==> src/rtl/t03_fetch_cache_ctrl.sv <==
// Direct-mapped one-word-per-line instruction cache with a shared memory request unit.
// Data accesses win over fetch misses; stores update cached words write-through.
module t03_fetch_cache_ctrl #(
  parameter int ADDR_W = 32,
  parameter int DATA_W = 32,
  parameter int LINES  = 16,
  parameter int CNT_W  = 16
) (
  input  logic              i_clk,
  input  logic              i_rst,
  input  logic              i_fetch_req,
  input  logic [ADDR_W-1:0] i_fetch_addr,
  input  logic              i_data_read,
  input  logic              i_data_write,
  input  logic [ADDR_W-1:0] i_data_addr,
  input  logic [DATA_W-1:0] i_data_wdata,
  input  logic              i_flush,
  input  logic              i_ack,
  input  logic [DATA_W-1:0] i_mem_rdata,
  output logic              o_mem_read,
  output logic              o_mem_write,
  output logic [ADDR_W-1:0] o_mem_addr,
  output logic [DATA_W-1:0] o_mem_wdata,
  output logic [DATA_W-1:0] o_instr_out,
  output logic              o_instr_valid,
  output logic              o_data_done,
  output logic              o_freeze_pc,
  output logic [CNT_W-1:0]  o_hit_count,
  output logic [CNT_W-1:0]  o_miss_count
);

  localparam int IDX_W = $clog2(LINES);
  localparam int TAG_W = ADDR_W - IDX_W - 2;

  // state | meaning
  // IDLE       | serve flush, data request, fetch hit or start fetch miss
  // FETCH_WAIT | memory read for a line fill
  // DATA_WAIT  | memory load/store on behalf of the data port
  // DONE       | one bubble so requesters can drop their levels
  localparam logic [1:0] S_IDLE       = 2'd0;
  localparam logic [1:0] S_FETCH_WAIT = 2'd1;
  localparam logic [1:0] S_DATA_WAIT  = 2'd2;
  localparam logic [1:0] S_DONE       = 2'd3;

  logic [1:0]        r_state;
  logic [LINES-1:0]  r_valid;
  logic [TAG_W-1:0]  r_tag  [LINES];
  logic [DATA_W-1:0] r_data [LINES];
  logic              r_flush_pend;
  logic              r_mem_read;
  logic              r_mem_write;
  logic [ADDR_W-1:0] r_mem_addr;
  logic [DATA_W-1:0] r_instr_out;
  logic              r_instr_valid;
  logic [CNT_W-1:0]  r_hit_count;
  logic [CNT_W-1:0]  r_miss_count;

  logic [IDX_W-1:0]  w_f_idx;
  logic [TAG_W-1:0]  w_f_tag;
  logic              w_f_hit;
  logic [IDX_W-1:0]  w_m_idx;
  logic [TAG_W-1:0]  w_m_tag;
  logic              w_m_hit;
  logic              w_data_req;
  logic              w_flush_now;

  assign w_f_idx     = i_fetch_addr[IDX_W+1:2];
  assign w_f_tag     = i_fetch_addr[ADDR_W-1:IDX_W+2];
  assign w_f_hit     = r_valid[w_f_idx] & (r_tag[w_f_idx] == w_f_tag);
  assign w_m_idx     = r_mem_addr[IDX_W+1:2];
  assign w_m_tag     = r_mem_addr[ADDR_W-1:IDX_W+2];
  assign w_m_hit     = r_valid[w_m_idx] & (r_tag[w_m_idx] == w_m_tag);
  assign w_data_req  = i_data_read | i_data_write;
  assign w_flush_now = i_flush | r_flush_pend;

  always_ff @(posedge i_clk) begin
    if (i_rst) begin
      r_state       <= S_IDLE;
      r_valid       <= '0;
      r_flush_pend  <= 1'b0;
      r_mem_read    <= 1'b0;
      r_mem_write   <= 1'b0;
      r_mem_addr    <= '0;
      r_instr_out   <= '0;
      r_instr_valid <= 1'b0;
      r_hit_count   <= '0;
      r_miss_count  <= '0;
    end else begin
      r_instr_valid <= 1'b0;
      if (i_flush && (r_state != S_IDLE)) r_flush_pend <= 1'b1;
      case (r_state)
        S_IDLE: begin
          if (w_flush_now) begin
            r_valid      <= '0;
            r_flush_pend <= 1'b0;
          end else if (w_data_req) begin
            r_state     <= S_DATA_WAIT;
            r_mem_addr  <= i_data_addr;
            // both strobes high is illegal and is treated as a store
            r_mem_write <= i_data_write;
            r_mem_read  <= ~i_data_write;
          end else if (i_fetch_req) begin
            if (w_f_hit) begin
              r_instr_out   <= r_data[w_f_idx];
              r_instr_valid <= 1'b1;
              if (r_hit_count != '1) r_hit_count <= r_hit_count + 1'b1;
            end else begin
              r_state     <= S_FETCH_WAIT;
              r_mem_addr  <= i_fetch_addr;
              r_mem_read  <= 1'b1;
              r_mem_write <= 1'b0;
              if (r_miss_count != '1) r_miss_count <= r_miss_count + 1'b1;
            end
          end
        end
        S_FETCH_WAIT: begin
          if (i_ack) begin
            r_valid[w_m_idx] <= 1'b1;
            r_instr_out      <= i_mem_rdata;
            r_instr_valid    <= 1'b1;
            r_mem_read       <= 1'b0;
            r_state          <= S_DONE;
          end
        end
        S_DATA_WAIT: begin
          if (i_ack) begin
            r_mem_read  <= 1'b0;
            r_mem_write <= 1'b0;
            r_state     <= S_DONE;
          end
        end
        default: r_state <= S_IDLE;
      endcase
    end
  end

  // Line storage carries no reset; the valid bits guard it.
  always_ff @(posedge i_clk) begin
    if (!i_rst) begin
      if ((r_state == S_FETCH_WAIT) && i_ack) begin
        r_tag[w_m_idx]  <= w_m_tag;
        r_data[w_m_idx] <= i_mem_rdata;
      end else if ((r_state == S_DATA_WAIT) && i_ack && r_mem_write && w_m_hit) begin
        r_data[w_m_idx] <= i_data_wdata;
      end
    end
  end

  assign o_mem_read    = r_mem_read;
  assign o_mem_write   = r_mem_write;
  assign o_mem_addr    = r_mem_addr;
  assign o_mem_wdata   = i_data_wdata;
  assign o_instr_out   = r_instr_out;
  assign o_instr_valid = r_instr_valid;
  assign o_data_done   = (r_state == S_DATA_WAIT) & i_ack;
  assign o_freeze_pc   = (r_state != S_IDLE) | w_data_req | (i_fetch_req & ~w_f_hit) | w_flush_now;
  assign o_hit_count   = r_hit_count;
  assign o_miss_count  = r_miss_count;

endmodule
==> config.mk <==
export PLATFORM = sky130hd
export DESIGN_NAME = t03_fetch_cache_ctrl
export DESIGN_NICKNAME = d
export VERILOG_FILES = /design/src/rtl/t03_fetch_cache_ctrl.sv
export SDC_FILE = /design/constraint.sdc
export NUM_CORES = 1
export LEC_CHECK = 0
export ABC_CLOCK_PERIOD_IN_PS = 10000
export BUFFER_PORTS_ARGS = -buffer_cell sky130_fd_sc_hd__buf_4
export CORE_AREA = 2 2 351 353
export CTS_CLUSTER_DIAMETER = 50
export DETAILED_ROUTE_END_ITERATION = 12
export DIE_AREA = 0 0 353 355
export GPL_TIMING_DRIVEN = 1
export RECOVER_POWER = 25
export REMOVE_ABC_BUFFERS = 1
export SETUP_SLACK_MARGIN = 0.02
export SYNTH_ARGS = -nofsm -noshare
export SYNTH_HDL_FRONTEND = slang
export SYNTH_SLANG_ARGS = --single-unit
==> constraint.sdc <==
create_clock -name i_clk -period 10 [get_ports i_clk]
set_input_delay 1 -clock i_clk [delete_from_list [all_inputs] [get_ports i_clk]]
set_output_delay 1 -clock i_clk [all_outputs]
set_load 0.005 [all_outputs]
Yosys cells after proc, flatten, opt, wreduce, memory -nomap -nowiden:

Memory sizes are Yosys's and may differ from the RTL's. A register that Yosys moved wholly into a read port is not among the register bits.
Index checks and enable logic that the tools add are counted.

* register bits after elaboration: 118
* bits in writable memories: 928
* output and inout bits: 133
* logic and storage cells: 124
* memories: 2

Memories
* r_data: words 16, bits a word 32, rd ports 1, clocked after memory_dff 0, write ports 1, RTL line 48 `logic [DATA_W-1:0] r_data [LINES];`
* r_tag: words 16, bits a word 26, rd ports 2, clocked after memory_dff 1, write ports 1, RTL line 47 `logic [TAG_W-1:0] r_tag [LINES];`

* add/sub/neg operators: 2
* order comparisons: 3
* eq/ne operators: 17
* multiplexer cells: 54
* bitwise gates (word level): 15
* reductions and logical operators: 21

Operators by type and width (count)
* $mux 32: 9
* $pmux 32 s2: 1
* $eq 26x26->1: 2
* $add 16x1->16 const B: 2
* $mux 16: 2
* $ne 16x16->1 const B: 2
* $pmux 16 s2: 1
* $mux 1: 27
* $reduce_and 6->1: 3
* $or 16x16->16: 1
* $ne 2x2->1 const B: 7
* $lt 4x5->1 const B: 2
* $mux 2: 5
* $reduce_and 5->1: 2
* $reduce_bool 2->1: 5
* $bmux 1 s4: 2
* $mux 4: 2
* $reduce_and 4->1: 2
* $logic_and 1x1->1: 6
* $ne 3x3->1 const B: 2
* $or 1x1->1: 6
* $pmux 1 s2: 3
* $and 1x1->1: 4
* $demux 1 s4: 1
* other kinds (9): 13

Logic depth before layout (Yosys ltp):

* depth after elaboration: 9
* mapped depth: 16

Least setup slack after synthesis:

Ideal clock, no wire load.

* path kind: flip-flop to flip-flop
* start: register (tool-made name)
* end: memory r_data[11][0] (enable)
* setup time: 421 ps
* arrival time: 4923 ps
* required time: 9579 ps
* slack: 4656 ps
* cell stages (with the launch flop): 13
* path buffers: 5
* period minus slack after synthesis: 5344 ps
* cell sequence: dfxtp_1 clkbuf_1 buf_1 buf_1 mux4_2 mux4_2 xor2_1 nor4_1 nand3_1 and2_1 clkbuf_1 clkbuf_1 nor2_1

RTL lines (RTL line)
* end: declaration: 48

Final worst setup path:

* start: input port i_fetch_addr[4]
* end: output port o_freeze_pc

* longest elaborated chain between the ends: 7
* elaborated cells on any way between the ends: 9
* classes of those cells: eq/ne: 1; mux: 2; bitwise: 5; memory: 1

Ends and longest elaborated chain
* start: declaration: RTL line 12 `input logic [ADDR_W-1:0] i_fetch_addr,`
* $mem_v2 16x26 / $bmux 1 s4 (equally long branches)
* $eq 26x26->1 / $mux 1 (equally long branches): RTL line 69 `assign w_f_hit = r_valid[w_f_idx] & (r_tag[w_f_idx] == w_f_tag);`
* $and 1x1->1 *: RTL line 69
* $not 1->1 (no line) *
* $and 1x1->1 *: RTL line 156 `assign o_freeze_pc = (r_state != S_IDLE) | w_data_req | (i_fetch_req & ~w_f_hit) | w_flush_now;`
* $or 1x1->1 * (2 in series): RTL line 156
* end: declaration: RTL line 27 `output logic o_freeze_pc,`

Every way passes the cells marked *; elsewhere a longest branch is shown, timed or not. The select of a mux whose other input is x is not followed.

==> results.cfg <==
[status]
status = complete, but fails checks
violations = max-capacitance violations, max-slew violations

[worst_setup_path]
required_ps = 9000
path_max_fanout = 83
cpMaxStageDelayCell = buf_4
path_class = in2out
arrival_ps = 5460
setup.worst_path.start_class = input pin
crit_path_cell_trace = clkbuf_8 -> buf_4 -> mux4_2 -> a22o_1 -> a221oi_1 -> xor2_1 -> nand4_1 -> or4_4 -> o31a_1 -> or3_1 -> buf_4
cp-end-kind = output port
crit_top_cell = buf_4
slowest_delay_ps = 690

[global_routing]
overflow = 0
grtUsageTotal_pct = 19.7
grt_pass1_vias = 26600
antenna_found_initial = 4
grt_max_degree = 105
grt_pass1_wl_um = 182000

[synth]
postSynthAreaPerCell_sq_um = 18.6
synth_xor_area_share_pct = 0.990
synth_top_area_cell = edfxtp_1
syn_area_sq_um = 46000
yosys.area_share.simple_pct = 3.51
synth_edf_count = 928
synth_flop_cell = edfxtp_1
ys_warn_count = 0
synth_top_family_by_area = multiplexers
ys_seq_area_share_pct = 65.9
async_flop_share_pct = 0
ys_ff_latch = 1050
synth_mux_area_share_pct = 22.8
yosysMostFrequentCell = edfxtp_1
synth.area.top_cells = edfxtp_1 61%, mux4_2 19%, dfxtp_1 5.3%, mux2i_1 3.0%, mux2_2 1.2%
yosys-top-cells-count = 928 x edfxtp_1, 380 x mux4_2, 136 x mux2i_1, 122 x dfxtp_1, 105 x clkbuf_1
synth_compound_area_share_pct = 4.24
synthAdderAreaFrac_pct = 0.163
synth_top_area_share_pct = 60.6
synth_cells = 2475
ys_types = 63

[drt]
drc = 0
avgRoutedWirePerCell_um = 28.1
via_count = 25800
drt_iter0_drc = 2851
antenna_left = 0
routed_wl_um = 125000
drt_first_pass_iters = 6
viasPerCell = 5.81

[timing]
fmax_mhz = 155
min_period_ps = 6460
fin_crit_sh_pct = 64.6
setup_tns_ps = 0
rsz0062_at_grt = no
finalSetupViolCount = 0
worst_slew_margin_rel_pct = -165
finalMaxSlewViolations = 80
worstMarginPinSlew_ps = 3970
final_hold_viol_count = 0
finalClockSkew_ps = 30.1

[cts]
clk_latency_ps = 730
htree_num_levels = 3
ctsResizeCount = 0
post-cts-setup-buffers = 0
clk_pin_slew_worst_paths_ps = 50
cts_tree = done
cts.sinks = 1050
cts_hold_buf = 0
cts_max_path_buffers = 3
cts_buffers = 120
clockRootBuffer = clkbuf_16

[placed_design]
gp_congestion = 0.823
hpwl_um = 70200
portBuffers = 267
dp_cells = 4219

[pwr]
pwr-share-seq_pct = 45.3
p_leak_nw = 17.3
power_frac_comb_pct = 16.3
internal_power_w = 0.00851
ir_worst_vdd_v = 0.000203
p_per_area_nw_per_um2 = 217
swShare_pct = 27.0
p_total_w = 0.0117
p_sw_w = 0.00315
clkPwrFrac_pct = 38.5

[final_layout]
area_growth_pct = 16.9
fin_cells = 4448
final_nets = 2857
drive_above_1_share_pct = 35.2

[floorplan]
pin_count = 268
initial_utilization_pct = 37.9
die_y_um = 355
core_sq_um = 121000
rows = 128
fp.dieW_um = 353
fp.dieArea_sq_um = 125000

[min_path]
hold_class = reg2reg

[job]
cap_viol_max_count = 1
[layout by cell type (no fill, tap or decap), drive strengths merged, types with 13 or more instances in the layout]
master / count
a21oi: 98
clkbuf: 263
nand2: 50
nor2: 82
a22oi: 20
mux2i: 136
clkinv: 46
nand3: 40
dfxtp: 122
and3: 14
or4: 19
mux4: 380
mux2: 50
nand4: 20
edfxtp: 928
buf: 211
a311oi: 65
xor2: 14
o31ai: 16
inv: 31
nor2b: 29
a31oi: 13
xnor2: 38
bufinv: 13
[power by group through the flow]
stage,logic [W],registers [W],clock network (W)
2_1_floorplan,0.00109,0.00540,0
3_3_place_gp,0.00191,0.00536,0
3_5_place_dp,0.00195,0.00537,0
4_1_cts,0.00196,0.00528,0.00457
5_1_grt,0.00204,0.00531,0.00475
6_report,0.00190,0.00528,0.00449
[through the flow]
stage	worst slack [ps]	hold WS (ps)	utilization, %	instance area (sq um)
after detailed placement	3490	455	41.0	49800
after global placement	3610	453	41.0	49800
after global routing	3390	484	44.3	53800
after floorplan	829	432	-	44900
final	3540	459	44.3	53800
after CTS	3550	462	44.4	53900
[layer usage]
layer / wire, um / share of wire [%] / track usage [%] / vias to the layer above
li1: - / - / - / 10900
met1: 50500 / 40 / 25.8 / 13700
met2: 62400 / 50 / 33.3 / 1058
met3: 8480 / 6.8 / 3.85 / 219
met4: 3550 / 2.8 / 5.95 / 2
met5: 14 / 0.011 / 0 / -
[worst paths after layout]
| kind | endpoint | cells past startpoint | slack (ps) | start |
|---|---|---|---|---|
| max | o_freeze_pc | 11 | 3540 | i_fetch_addr[4] |
| min | r_valid[15] | 2 | 460 | r_valid[15] |
| max reg2reg | r_data[12][23] | 12 | 3990 | flop |
| min reg2reg | r_valid[15] | 2 | 460 | r_valid[15] |
[registers in the layout (all words and copies together) (netlist names), named ones only]
name	cells
r_data	512
r_tag	416
o_instr_out	32
o_mem_addr	32
o_hit_count	16
o_miss_count	16
r_valid	16
r_state	2
o_instr_valid	1
o_mem_read	1
o_mem_write	1
r_flush_pend	1
[logic make-up after synthesis]
| group | after synthesis |
|---|---|
| DFF | 1050 |
| muxes | 566 |
| and+or+nand+nor | 312 |
| AOI/OAI and AO/OA | 265 |
| buffers and inverters | 224 |
| xor gates and xnor gates | 52 |
| adders and majority gates | 6 |
[final cells by class]
cell class                      instances  area, sq um
Clock inverter                         85          961
Antenna cell                            1         2.50
Tap cell                             1625         2030
Inverter                               12         46.3
Fill cell                           10500        67600
Clock buffer                          143         3150
Sequential cell                      1050        30300
Multi-Input combinational cell       1201        14900
Timing Repair Buffer                  331         2410
[critical path: cells and delay by family]
kind,cells,cell delay (ps)
AO/OA/AOI/OAI,3,810
XOR/XNOR,1,330
buffers and inverters,3,1530
multiplexers,1,590
AND/OR/NAND/NOR,3,1010
Note: power is estimated with default switching activity, not from simulation.
